$ cat src/rtl/word_dispatcher_pkg.sv
// Shared lane encoding, FSM state type and dest-to-sel mapping for the dispatcher.
package dispatch_pkg;

  // Demux select codes for each output lane
  localparam logic [1:0] SEL_Y1 = 2'b01;
  localparam logic [1:0] SEL_Y2 = 2'b10;
  localparam logic [1:0] SEL_Y3 = 2'b11;
  localparam logic [1:0] SEL_Y4 = 2'b00;

  typedef enum logic [1:0] {
    IDLE  = 2'd0,
    DRIVE = 2'd1,
    BLOCK = 2'd2
  } state_t;

  // The demux numbers its lanes one step ahead of the destination index
  function automatic logic [1:0] dest_to_sel(input logic [1:0] dest);
    logic [1:0] s;
    case (dest)
      2'd0:    s = SEL_Y1;
      2'd1:    s = SEL_Y2;
      2'd2:    s = SEL_Y3;
      default: s = SEL_Y4;
    endcase
    return s;
  endfunction

endpackage

$ cat src/rtl/word_dispatcher_if.sv
// Producer handshake plus demux drive bus between a feeder and the dispatcher.
interface word_dispatcher_if #(
  parameter int DW = 16
) ();

  logic          in_vld;
  logic          in_rdy;
  logic [DW-1:0] in_data;
  logic [1:0]    in_dest;
  logic [3:0]    lane_rdy;
  logic [DW-1:0] dout;
  logic [1:0]    sel;
  logic          el;
  logic [3:0]    lane_stb;

  // Producer / lane-consumer side
  modport master (
    output in_vld, in_data, in_dest, lane_rdy,
    input  in_rdy, dout, sel, el, lane_stb
  );

  // Dispatcher side
  modport slave (
    input  in_vld, in_data, in_dest, lane_rdy,
    output in_rdy, dout, sel, el, lane_stb
  );

endinterface

$ cat src/rtl/word_dispatcher_sync_fifo.sv
// Single-clock FIFO with occupancy count and synchronous clear.
module sync_fifo #(
  parameter int W     = 18,
  parameter int DEPTH = 4,
  localparam int AW   = $clog2(DEPTH)
) (
  input  logic         clk,
  input  logic         rst,
  input  logic         flush,
  input  logic         push,
  input  logic         pop,
  input  logic [W-1:0] wdata,
  output logic [W-1:0] rdata,
  output logic         full,
  output logic         empty,
  output logic [AW:0]  count
);

  logic [W-1:0]  mem [DEPTH];
  logic [AW-1:0] wr_ptr;
  logic [AW-1:0] rd_ptr;

  assign rdata = mem[rd_ptr];
  assign full  = (count == (AW+1)'(DEPTH));
  assign empty = (count == '0);

  // Storage array is written only on an accepted push; contents need no reset
  always_ff @(posedge clk) begin
    if (push) mem[wr_ptr] <= wdata;
  end

  // Pointers wrap naturally because DEPTH is a power of two; flush wins over traffic
  always_ff @(posedge clk or posedge rst) begin
    if (rst) begin
      wr_ptr <= '0;
      rd_ptr <= '0;
      count  <= '0;
    end else if (flush) begin
      wr_ptr <= '0;
      rd_ptr <= '0;
      count  <= '0;
    end else begin
      if (push) wr_ptr <= wr_ptr + 1'b1;
      if (pop)  rd_ptr <= rd_ptr + 1'b1;
      case ({push, pop})
        2'b10:   count <= count + 1'b1;
        2'b01:   count <= count - 1'b1;
        default: count <= count;
      endcase
    end
  end

endmodule

$ cat src/rtl/word_dispatcher.sv
// Buffers tagged words and presents each one to the 1:4 demux for one strobed cycle.
module word_dispatcher #(
  parameter int DW    = 16,
  parameter int DEPTH = 4,
  localparam int AW   = $clog2(DEPTH)
) (
  input  logic              clk,
  input  logic              rst,
  input  logic              flush,
  output logic [AW:0]       count,
  word_dispatcher_if.slave  bus
);
  import dispatch_pkg::*;

  logic [DW+1:0] head;
  logic [1:0]    head_dest;
  logic          full;
  logic          empty;
  logic          push;
  logic          pop;
  state_t        state;
  state_t        next_state;
  logic [DW-1:0] dout_q;
  logic [1:0]    sel_q;
  logic [3:0]    stb_q;

  // A pop never frees room for a same-cycle push, so readiness looks only at full
  assign bus.in_rdy = !full && !flush && !rst;
  assign push       = bus.in_vld && bus.in_rdy;
  assign head_dest  = head[DW+1:DW];
  assign pop        = !empty && bus.lane_rdy[head_dest] && !flush;

  sync_fifo #(
    .W     (DW + 2),
    .DEPTH (DEPTH)
  ) u_fifo (
    .clk   (clk),
    .rst   (rst),
    .flush (flush),
    .push  (push),
    .pop   (pop),
    .wdata ({bus.in_dest, bus.in_data}),
    .rdata (head),
    .full  (full),
    .empty (empty),
    .count (count)
  );

  // State register; reset forces IDLE so el rises immediately
  always_ff @(posedge clk or posedge rst) begin
    if (rst) state <= IDLE;
    else     state <= next_state;
  end

  // Next state: any pop leads to a DRIVE cycle, a stuck head parks in BLOCK
  always_comb begin
    next_state = IDLE;
    case (state)
      IDLE: begin
        if (pop)                  next_state = DRIVE;
        else if (!empty && !flush) next_state = BLOCK;
      end
      DRIVE: begin
        if (pop) next_state = DRIVE;
      end
      BLOCK: begin
        if (pop)                   next_state = DRIVE;
        else if (!flush && !empty) next_state = BLOCK;
      end
      default: next_state = IDLE;
    endcase
  end

  // Data, select and strobe are captured from the head entry on each pop
  always_ff @(posedge clk or posedge rst) begin
    if (rst) begin
      dout_q <= '0;
      sel_q  <= SEL_Y4;
      stb_q  <= '0;
    end else if (pop) begin
      dout_q <= head[DW-1:0];
      sel_q  <= dest_to_sel(head_dest);
      stb_q  <= 4'b0001 << head_dest;
    end else begin
      stb_q  <= '0;
    end
  end

  // Demux is enabled only in DRIVE, and the strobe is gated by the same state
  always_comb begin
    bus.dout     = dout_q;
    bus.sel      = sel_q;
    bus.el       = (state != DRIVE);
    bus.lane_stb = (state == DRIVE) ? stb_q : 4'b0000;
  end

endmodule

$ cat src/flat_wrapper.sv
// flat-port wrapper written by rule: the top's interface ports become plain ports
module word_dispatcher_flat import dispatch_pkg::*;
#(
  parameter int DW    = 16,
  parameter int DEPTH = 4,
  localparam int AW   = $clog2(DEPTH)
)
  (clk, rst, flush, count, bus_in_vld, bus_in_data, bus_in_dest, bus_lane_rdy, bus_in_rdy, bus_dout, bus_sel, bus_el, bus_lane_stb);
  word_dispatcher_if #(.DW(DW)) bus_i ();
  input  logic clk;
  input  logic rst;
  input  logic flush;
  output logic [AW:0] count;
  input wire logic [$bits(bus_i.in_vld)-1:0] bus_in_vld;
  input wire logic [$bits(bus_i.in_data)-1:0] bus_in_data;
  input wire logic [$bits(bus_i.in_dest)-1:0] bus_in_dest;
  input wire logic [$bits(bus_i.lane_rdy)-1:0] bus_lane_rdy;
  output wire logic [$bits(bus_i.in_rdy)-1:0] bus_in_rdy;
  output wire logic [$bits(bus_i.dout)-1:0] bus_dout;
  output wire logic [$bits(bus_i.sel)-1:0] bus_sel;
  output wire logic [$bits(bus_i.el)-1:0] bus_el;
  output wire logic [$bits(bus_i.lane_stb)-1:0] bus_lane_stb;
  assign bus_i.in_vld = bus_in_vld;
  assign bus_i.in_data = bus_in_data;
  assign bus_i.in_dest = bus_in_dest;
  assign bus_i.lane_rdy = bus_lane_rdy;
  assign bus_in_rdy = bus_i.in_rdy;
  assign bus_dout = bus_i.dout;
  assign bus_sel = bus_i.sel;
  assign bus_el = bus_i.el;
  assign bus_lane_stb = bus_i.lane_stb;
  word_dispatcher #(.DW(DW), .DEPTH(DEPTH)) u_core (.clk(clk), .rst(rst), .flush(flush), .count(count), .bus(bus_i));
endmodule
$ cat config.mk
export PLATFORM = sky130hd
export DESIGN_NAME = word_dispatcher_flat
export DESIGN_NICKNAME = d
export VERILOG_FILES = /design/src/rtl/word_dispatcher_pkg.sv /design/src/rtl/word_dispatcher_if.sv /design/src/rtl/word_dispatcher_sync_fifo.sv /design/src/rtl/word_dispatcher.sv /design/src/flat_wrapper.sv
export SDC_FILE = /design/constraint.sdc
export NUM_CORES = 1
export LEC_CHECK = 0
export ABC_AREA = 1
export BUFFER_PORTS_ARGS = -buffer_cell sky130_fd_sc_hd__buf_4
export CAP_MARGIN = 25
export CORE_UTILIZATION = 57
export CTS_CLUSTER_SIZE = 24
export DETAILED_ROUTE_END_ITERATION = 10
export GPL_ROUTABILITY_DRIVEN = 0
export PLACE_DENSITY = 0.84
export SLEW_MARGIN = 20
export SYNTH_ARGS = -nofsm -noshare
export SYNTH_HDL_FRONTEND = slang
export SYNTH_HIERARCHICAL = 1
export SYNTH_SLANG_ARGS = --single-unit
export TNS_END_PERCENT = 20
$ cat constraint.sdc
create_clock -name clk -period 3 [get_ports clk]
set_input_delay 0.6 -clock clk [delete_from_list [all_inputs] [get_ports clk]]
set_output_delay 0.6 -clock clk [all_outputs]
set_load 0.005 [all_outputs]
# == After elaboration in Yosys (flattened, before gate mapping) ==
# Memory sizes are Yosys's and may differ from the RTL's.
# Index checks and enable logic that the tools add are counted.
# word_totals
mem_count,1
elab_cells,56
ram_bits,72
output_inout_bits,27
ff_bits,31
# mem_list
memory,words,word_bits,read_ports,rd_clocked_by_memory_dff,write_ports,line_no,text
u_core.u_fifo.mem,4,18,1,0,1,word_dispatcher_sync_fifo.sv:19,logic [W-1:0] mem [DEPTH];
# op_classes
order_cmp,1
reduce_logical,17
muxes,17
shift,1
add_sub_neg,4
eq_ne,8
# ops
op,count
$mux W2,6
$mux W4,2
$eq A2 B1 Y1 const B,3
$eq A2 B2 Y1 const B,3
$logic_and A1 B1 Y1,6
$pmux W2 S3,1
$pmux W3 S2,1
$add A2 B1 Y2 const B,2
$logic_not A1 Y1,4
$logic_not A2 Y1,2
$mux W1,4
$pmux W2 S2,1
$reduce_bool A2 Y1,2
$shl A1 B2 Y4 const A,1
$add A3 B1 Y3 const B,1
$eq A3 B3 Y1 const B,1
$logic_not A3 Y1,1
$lt A2 B3 Y1 const B,1
$mux W3,1
$reduce_bool A3 Y1,1
$sub A3 B1 Y3 const B,1
$bmux W1 S2,1
$ne A2 B1 Y1 const B,1
$reduce_or A2 Y1,1

# == Longest topological paths before layout ==
# logic_depth
ltp_word,8
mapped_depth,21

# == Cells and area by module ==
# Netlist, hierarchy kept.
# modules_own_cells
module,cells_per_inst,n_inst,seq_area_each_um2,area_per_inst_um2
sync_fifo,237,1,2337.2,3178.0
word_dispatcher,127,1,600.6,1192.4

# == Least setup slack after synthesis ==
# OpenSTA, ideal clock, no wires.
# synth_path
kind,reg-to-reg
from,register u_core.u_fifo.rd_ptr[0]
to,register u_core.u_fifo.count[2]
t_required_ns,2.884
path_stages_with_launch,21
slack_ns,0.463
setup_ns,0.116
period_less_slack_ns,2.537
arrival_time_ns,2.421
path_cell_list,dfrtp_1 > buf_6 > inv_8 > buf_6 > nor2_1 > o22ai_1 > inv_2 > nand2_2 > nand3_4 > nand3_4 > buf_4 > inv_2 > nand2_2 > inv_1 > fa_1 > nand2_1 > nand2_1 > nand2_1 > nand2_1 > nand2_1 > nand2_1
# synth_between
elab_chain_len,8
elab_cells_between_ends,10
cone_classes,eq/ne (2); mux (4); reduce/logical (3); memory (1)
# synth_lines
element,line_no,text
start: declaration,word_dispatcher_sync_fifo.sv:21,logic [AW-1:0] rd_ptr;
start signal: assignment,word_dispatcher_sync_fifo.sv:44,if (pop) rd_ptr <= rd_ptr + 1'b1;
$mem_v2 Z4 W18 *,-,
net u_core.head[16],word_dispatcher.sv:15,logic [DW+1:0] head;
$bmux W1 S2 *,word_dispatcher.sv:31,assign pop = !empty && bus.lane_rdy[head_dest] && !flush;
$mux W1 (not written as such) *,word_dispatcher.sv:31,
$logic_and A1 B1 Y1 * (2 in a row),word_dispatcher.sv:31,
net u_core.pop,word_dispatcher.sv:20,logic pop;
$eq A2 B1 Y1 or $eq A2 B2 Y1 (tied branches),word_dispatcher_sync_fifo.sv:45,"case ({push, pop})"
$pmux W3 S2,word_dispatcher_sync_fifo.sv:45,
$mux W3,word_dispatcher_sync_fifo.sv:38,end else if (flush) begin
end signal: assignment,word_dispatcher_sync_fifo.sv:46,2'b10: count <= count + 1'b1;
end signal: assignment,word_dispatcher_sync_fifo.sv:47,2'b01: count <= count - 1'b1;
end signal: assignment,word_dispatcher_sync_fifo.sv:48,default: count <= count;
end: declaration,word_dispatcher_sync_fifo.sv:16,output logic [AW:0] count
# Mark *: on every way through the listed nets, which the timed path passes. The rest lies on a longest branch. The select of a mux whose other input is x is not followed.
# A chain may end at the register's enable or synchronous reset.

# == Worst setup path in the final report ==
# Ends and elaborated chain as after synthesis.

==> flow_summary.toml <==
[route]
vias = 2867
wl_met3_um = 485
dr.max_layer_used = "met4"
met2_wirelength_um = 4180
drt_iter0_drc = 181
wirelength_met1_um = 3520
drt_first_pass_iters = 4
drtAntennaViolNets = 0
post_route_wl_um = 8370
viasPerCell = 5.49
wire_per_inst_um = 16.0
number_of_design_rule_violations_left_after_detail_routing = 0

[status]
outcome = "finished clean"

[critical_path]
timing.critical_path.to_type = "flip-flop"
ff2ff_setup_slack_ns = 0.37
r2r-end = "u_core/u_fifo/count[2]$_DFFE_PP0P_"
worstRegToRegCells = 16
timing.rr.start = "u_core/u_fifo/rd_ptr[0]$_DFFE_PP0P_"
worst_setup_path_start_kind = "flip-flop"
timing.setup.critical_path_class = "reg2reg"
required_ns = 3.27
cp_data_arrival_time_ns = 2.89
worst-path-max-fanout = 20

[pwr]
ir_drop_worst_case_vdd_mv = 0.326
cellPowerDensity_mw_per_mm2 = 593
leakage_nw = 2.08
report.power.total_mw = 2.94

[synth]
syn_nets = 399
synth_largest_type_area_fraction_pct = 49.5
synth.avg_cell_area_um2 = 12.0
synth_area_mm2 = 0.00437
synth.top_cells.by_area = "sky130_fd_sc_hd__edfxtp_1 49%, sky130_fd_sc_hd__dfrtp_1 18%, sky130_fd_sc_hd__nand2_1 5.2%"
synth_unique_cells = 32
synth_area_leader_cell = "sky130_fd_sc_hd__edfxtp_1"
number_of_warnings_issued_by_yosys = 6
seq_area_frac_synth_pct = 67.2
post_synthesis_cell_count = 364
ys_seq_elements = 103

[clock_network]
clock_tree.htree_level_count = 3
clock_tree.root_cell = "sky130_fd_sc_hd__clkbuf_8"
clock_slew_at_the_register_clock_pins_of_the_worst_setup_and_hold_paths_ns = 0.09
clock_tree_from_tritoncts = "done"
worstSkewPairLatency_ns = 0.36
clock_sinks = 103
numCtsBuffers = 9
clk_buf_depth = 2

[run]
max_cap_viol_count = 0

[final_layout]
fin_nets = 453
area_delta_synth_final_pct = 13.5
finalInstanceArea_mm2 = 0.00496
layout-drive-gt1-share_pct = 23.6
layout.filler_cells = 521
n_antenna_cell = 0

[grt]
global_route.overflow_total = 0
antenna_found_initial = 0
grt_max_degree = 26
first_pass_grt_wire_length_um = 13000
groute.usage.overall_pct = 22.8
vias_in_the_first_global_route = 2711

[floorplanning]
die_h_um = 89.6
area_of_the_die_mm2 = 0.00802
pin_count = 53
core_region_area_mm2 = 0.00733
floorplan.initialDensity_pct = 59.6
die_x_extent_um = 89.6
std_cell_rows = 31

[placement]
post_dp_cell_area_mm2 = 0.00478
buffer_ports.inserted = 52
dp_worst_setup_slack_ns = 0.289
hpwlAfterDp_um = 5530

[sta]
finalCritPeriodShare_pct = 87.5
actual_transition_at_the_worst_max_transition_pin_ns = 0.873
final.setup.worst_slack_ns = 0.375
setup_tns_ns = 0
clock_skew_ns = 0.00989
timing.final.hold_violations = 0
achievable-frequency_mhz = 381
min_period_ns = 2.63
setup_viol = 0
grt_setup_unrepaired = "no"
drv_slew = 0
max-slew-margin-rel_pct = 41.8

[min_path]
hp-class = "in2async"
[Yosys cell counts]
master                     count
sky130_fd_sc_hd__edfxtp_1     72
sky130_fd_sc_hd__nand2_1      61
sky130_fd_sc_hd__nor2_1       44
sky130_fd_sc_hd__dfrtp_1      31
sky130_fd_sc_hd__o21ai_0      26
sky130_fd_sc_hd__inv_1        23
sky130_fd_sc_hd__o22ai_1      18
sky130_fd_sc_hd__nand4_1      17
sky130_fd_sc_hd__o21ai_1      11
sky130_fd_sc_hd__buf_6        10
sky130_fd_sc_hd__ha_1          8
sky130_fd_sc_hd__buf_4         6
sky130_fd_sc_hd__inv_2         5
sky130_fd_sc_hd__nand2_2       4
sky130_fd_sc_hd__nand3_1       3
sky130_fd_sc_hd__nand3_4       3
sky130_fd_sc_hd__nor3_1        3
sky130_fd_sc_hd__o21ai_2       3
sky130_fd_sc_hd__a21oi_1       2
sky130_fd_sc_hd__a21oi_2       2
sky130_fd_sc_hd__and2_1        1
sky130_fd_sc_hd__buf_2         1
sky130_fd_sc_hd__buf_8         1
sky130_fd_sc_hd__clkbuf_1      1
sky130_fd_sc_hd__clkbuf_2      1
sky130_fd_sc_hd__clkbuf_4      1
sky130_fd_sc_hd__fa_1          1
sky130_fd_sc_hd__inv_8         1
sky130_fd_sc_hd__nand4_2       1
sky130_fd_sc_hd__nor2_2        1
sky130_fd_sc_hd__nor2_4        1
sky130_fd_sc_hd__or2_1         1
[per-stage QoR]
stage	instances	hold WS, ns	utilization [%]
5_1_grt	522	0.195	67.7
6_report	522	0.182	67.7
3_3_place_gp	506	0.429	65.2
2_1_floorplan	364	0.403	-
4_1_cts	522	0.180	67.6
3_5_place_dp	506	0.435	65.2
[worst max-delay path by stage]
stage                                   startpoint                            endpoint  slack (ns)  cells past startpoint
6_report       u_core/u_fifo/rd_ptr[0]$_DFFE_PP0P_  u_core/u_fifo/count[2]$_DFFE_PP0P_        0.37                     16
5_1_grt        u_core/u_fifo/rd_ptr[0]$_DFFE_PP0P_  u_core/u_fifo/count[2]$_DFFE_PP0P_        0.09                     16
3_3_place_gp   u_core/u_fifo/rd_ptr[0]$_DFFE_PP0P_  u_core/u_fifo/count[2]$_DFFE_PP0P_        0.45                     17
3_5_place_dp   u_core/u_fifo/rd_ptr[0]$_DFFE_PP0P_  u_core/u_fifo/count[2]$_DFFE_PP0P_        0.29                     17
2_1_floorplan  u_core/u_fifo/rd_ptr[0]$_DFFE_PP0P_  u_core/u_fifo/count[2]$_DFFE_PP0P_        0.46                     20
4_1_cts        u_core/u_fifo/rd_ptr[0]$_DFFE_PP0P_  u_core/u_fifo/count[2]$_DFFE_PP0P_        0.28                     17
[cell families after synthesis]
| kind of cell | share of synthesized area [%] |
|---|---|
| and+or+nand+nor | 14.9 |
| adders and majority gates | 2.75 |
| AOI/OAI and AO/OA | 8.04 |
| buffers and inverters | 7.10 |
| DFF | 67.2 |
[power by group]
part	switching, mW	total, mW	internal [mW]
logic	0.222	0.456	0.234
clock network	0.458	0.764	0.306
registers	0.0731	1.72	1.65
[cell type report]
type	instances	area, um^2	share of cell area [%]
flip-flops and latches	103	2940	59.2
multi-input cells	211	1130	22.7
repair buffers	64	480	9.68
clock buffers	10	128	2.57
well taps	99	124	2.50
inverters	29	116	2.35
clock inverters	6	46.3	0.933
[flip-flops by register name, summed over array words and instances (netlist names)]
signal / flops
u_core/state: 2
u_core/u_fifo/rd_ptr: 2
u_core/u_fifo/count: 3
u_core/bus.dout: 16
u_core/bus.sel: 2
u_core/u_fifo/wr_ptr: 2
u_core/stb_q: 4
u_core/u_fifo/mem: 72
[placed cells by master (no fill, tap or decap)]
cell type                    instances
sky130_fd_sc_hd__fa_1                1
sky130_fd_sc_hd__nand3_1             3
sky130_fd_sc_hd__clkinv_4            3
sky130_fd_sc_hd__or2_1               1
sky130_fd_sc_hd__nor2_4              1
sky130_fd_sc_hd__o22ai_1            17
sky130_fd_sc_hd__a21oi_1             2
sky130_fd_sc_hd__nand4_2             1
sky130_fd_sc_hd__inv_2               5
sky130_fd_sc_hd__inv_6               1
sky130_fd_sc_hd__nor3_1              3
sky130_fd_sc_hd__clkbuf_8            9
sky130_fd_sc_hd__clkinvlp_4          1
sky130_fd_sc_hd__clkinv_1            1
sky130_fd_sc_hd__o21ai_1            11
sky130_fd_sc_hd__o22ai_2             1
sky130_fd_sc_hd__clkbuf_1            1
sky130_fd_sc_hd__inv_8               1
sky130_fd_sc_hd__nand2_1            61
sky130_fd_sc_hd__o21ai_2             3
sky130_fd_sc_hd__and2_1              1
sky130_fd_sc_hd__nor2_2              1
sky130_fd_sc_hd__nand2_2             4
sky130_fd_sc_hd__nand4_1            17
sky130_fd_sc_hd__o21ai_0            26
sky130_fd_sc_hd__nor2_1             44
sky130_fd_sc_hd__ha_1                8
sky130_fd_sc_hd__dfrtp_1            31
sky130_fd_sc_hd__edfxtp_1           72
sky130_fd_sc_hd__nand3_4             3
sky130_fd_sc_hd__inv_1              23
sky130_fd_sc_hd__buf_4              64
sky130_fd_sc_hd__a21oi_2             2
[critical path, stage by stage (launching register included)]
cell and delay [ns]:
sky130_fd_sc_hd__dfrtp_1 0.56, sky130_fd_sc_hd__inv_8 0.08, sky130_fd_sc_hd__o21ai_0 0.17, sky130_fd_sc_hd__o22ai_1 0.20
sky130_fd_sc_hd__inv_2 0.15, sky130_fd_sc_hd__nand3_4 0.23, sky130_fd_sc_hd__nand3_4 0.16, sky130_fd_sc_hd__inv_2 0.05
sky130_fd_sc_hd__nand2_2 0.08, sky130_fd_sc_hd__inv_1 0.06, sky130_fd_sc_hd__fa_1 0.38, sky130_fd_sc_hd__inv_1 0.08
sky130_fd_sc_hd__nand2_1 0.06, sky130_fd_sc_hd__nand3_1 0.08, sky130_fd_sc_hd__nand2_1 0.07, sky130_fd_sc_hd__nand2_1 0.06
sky130_fd_sc_hd__nand2_1 0.04
[per-layer routing]
metal  global-route usage [%]  vias to the layer above
li1                         -                     1365
met1                     29.8                     1399
met2                     37.0                       88
met3                     4.52                       15
met4                     11.0                        0
met5                        0                        -
[timing repair]
item,in CTS,in global routing
endpoints found under the setup margin,0,1
hold buffers,0,0
resized for setup,0,1
setup buffers,0,0
Power figures use the tool's default switching activity.
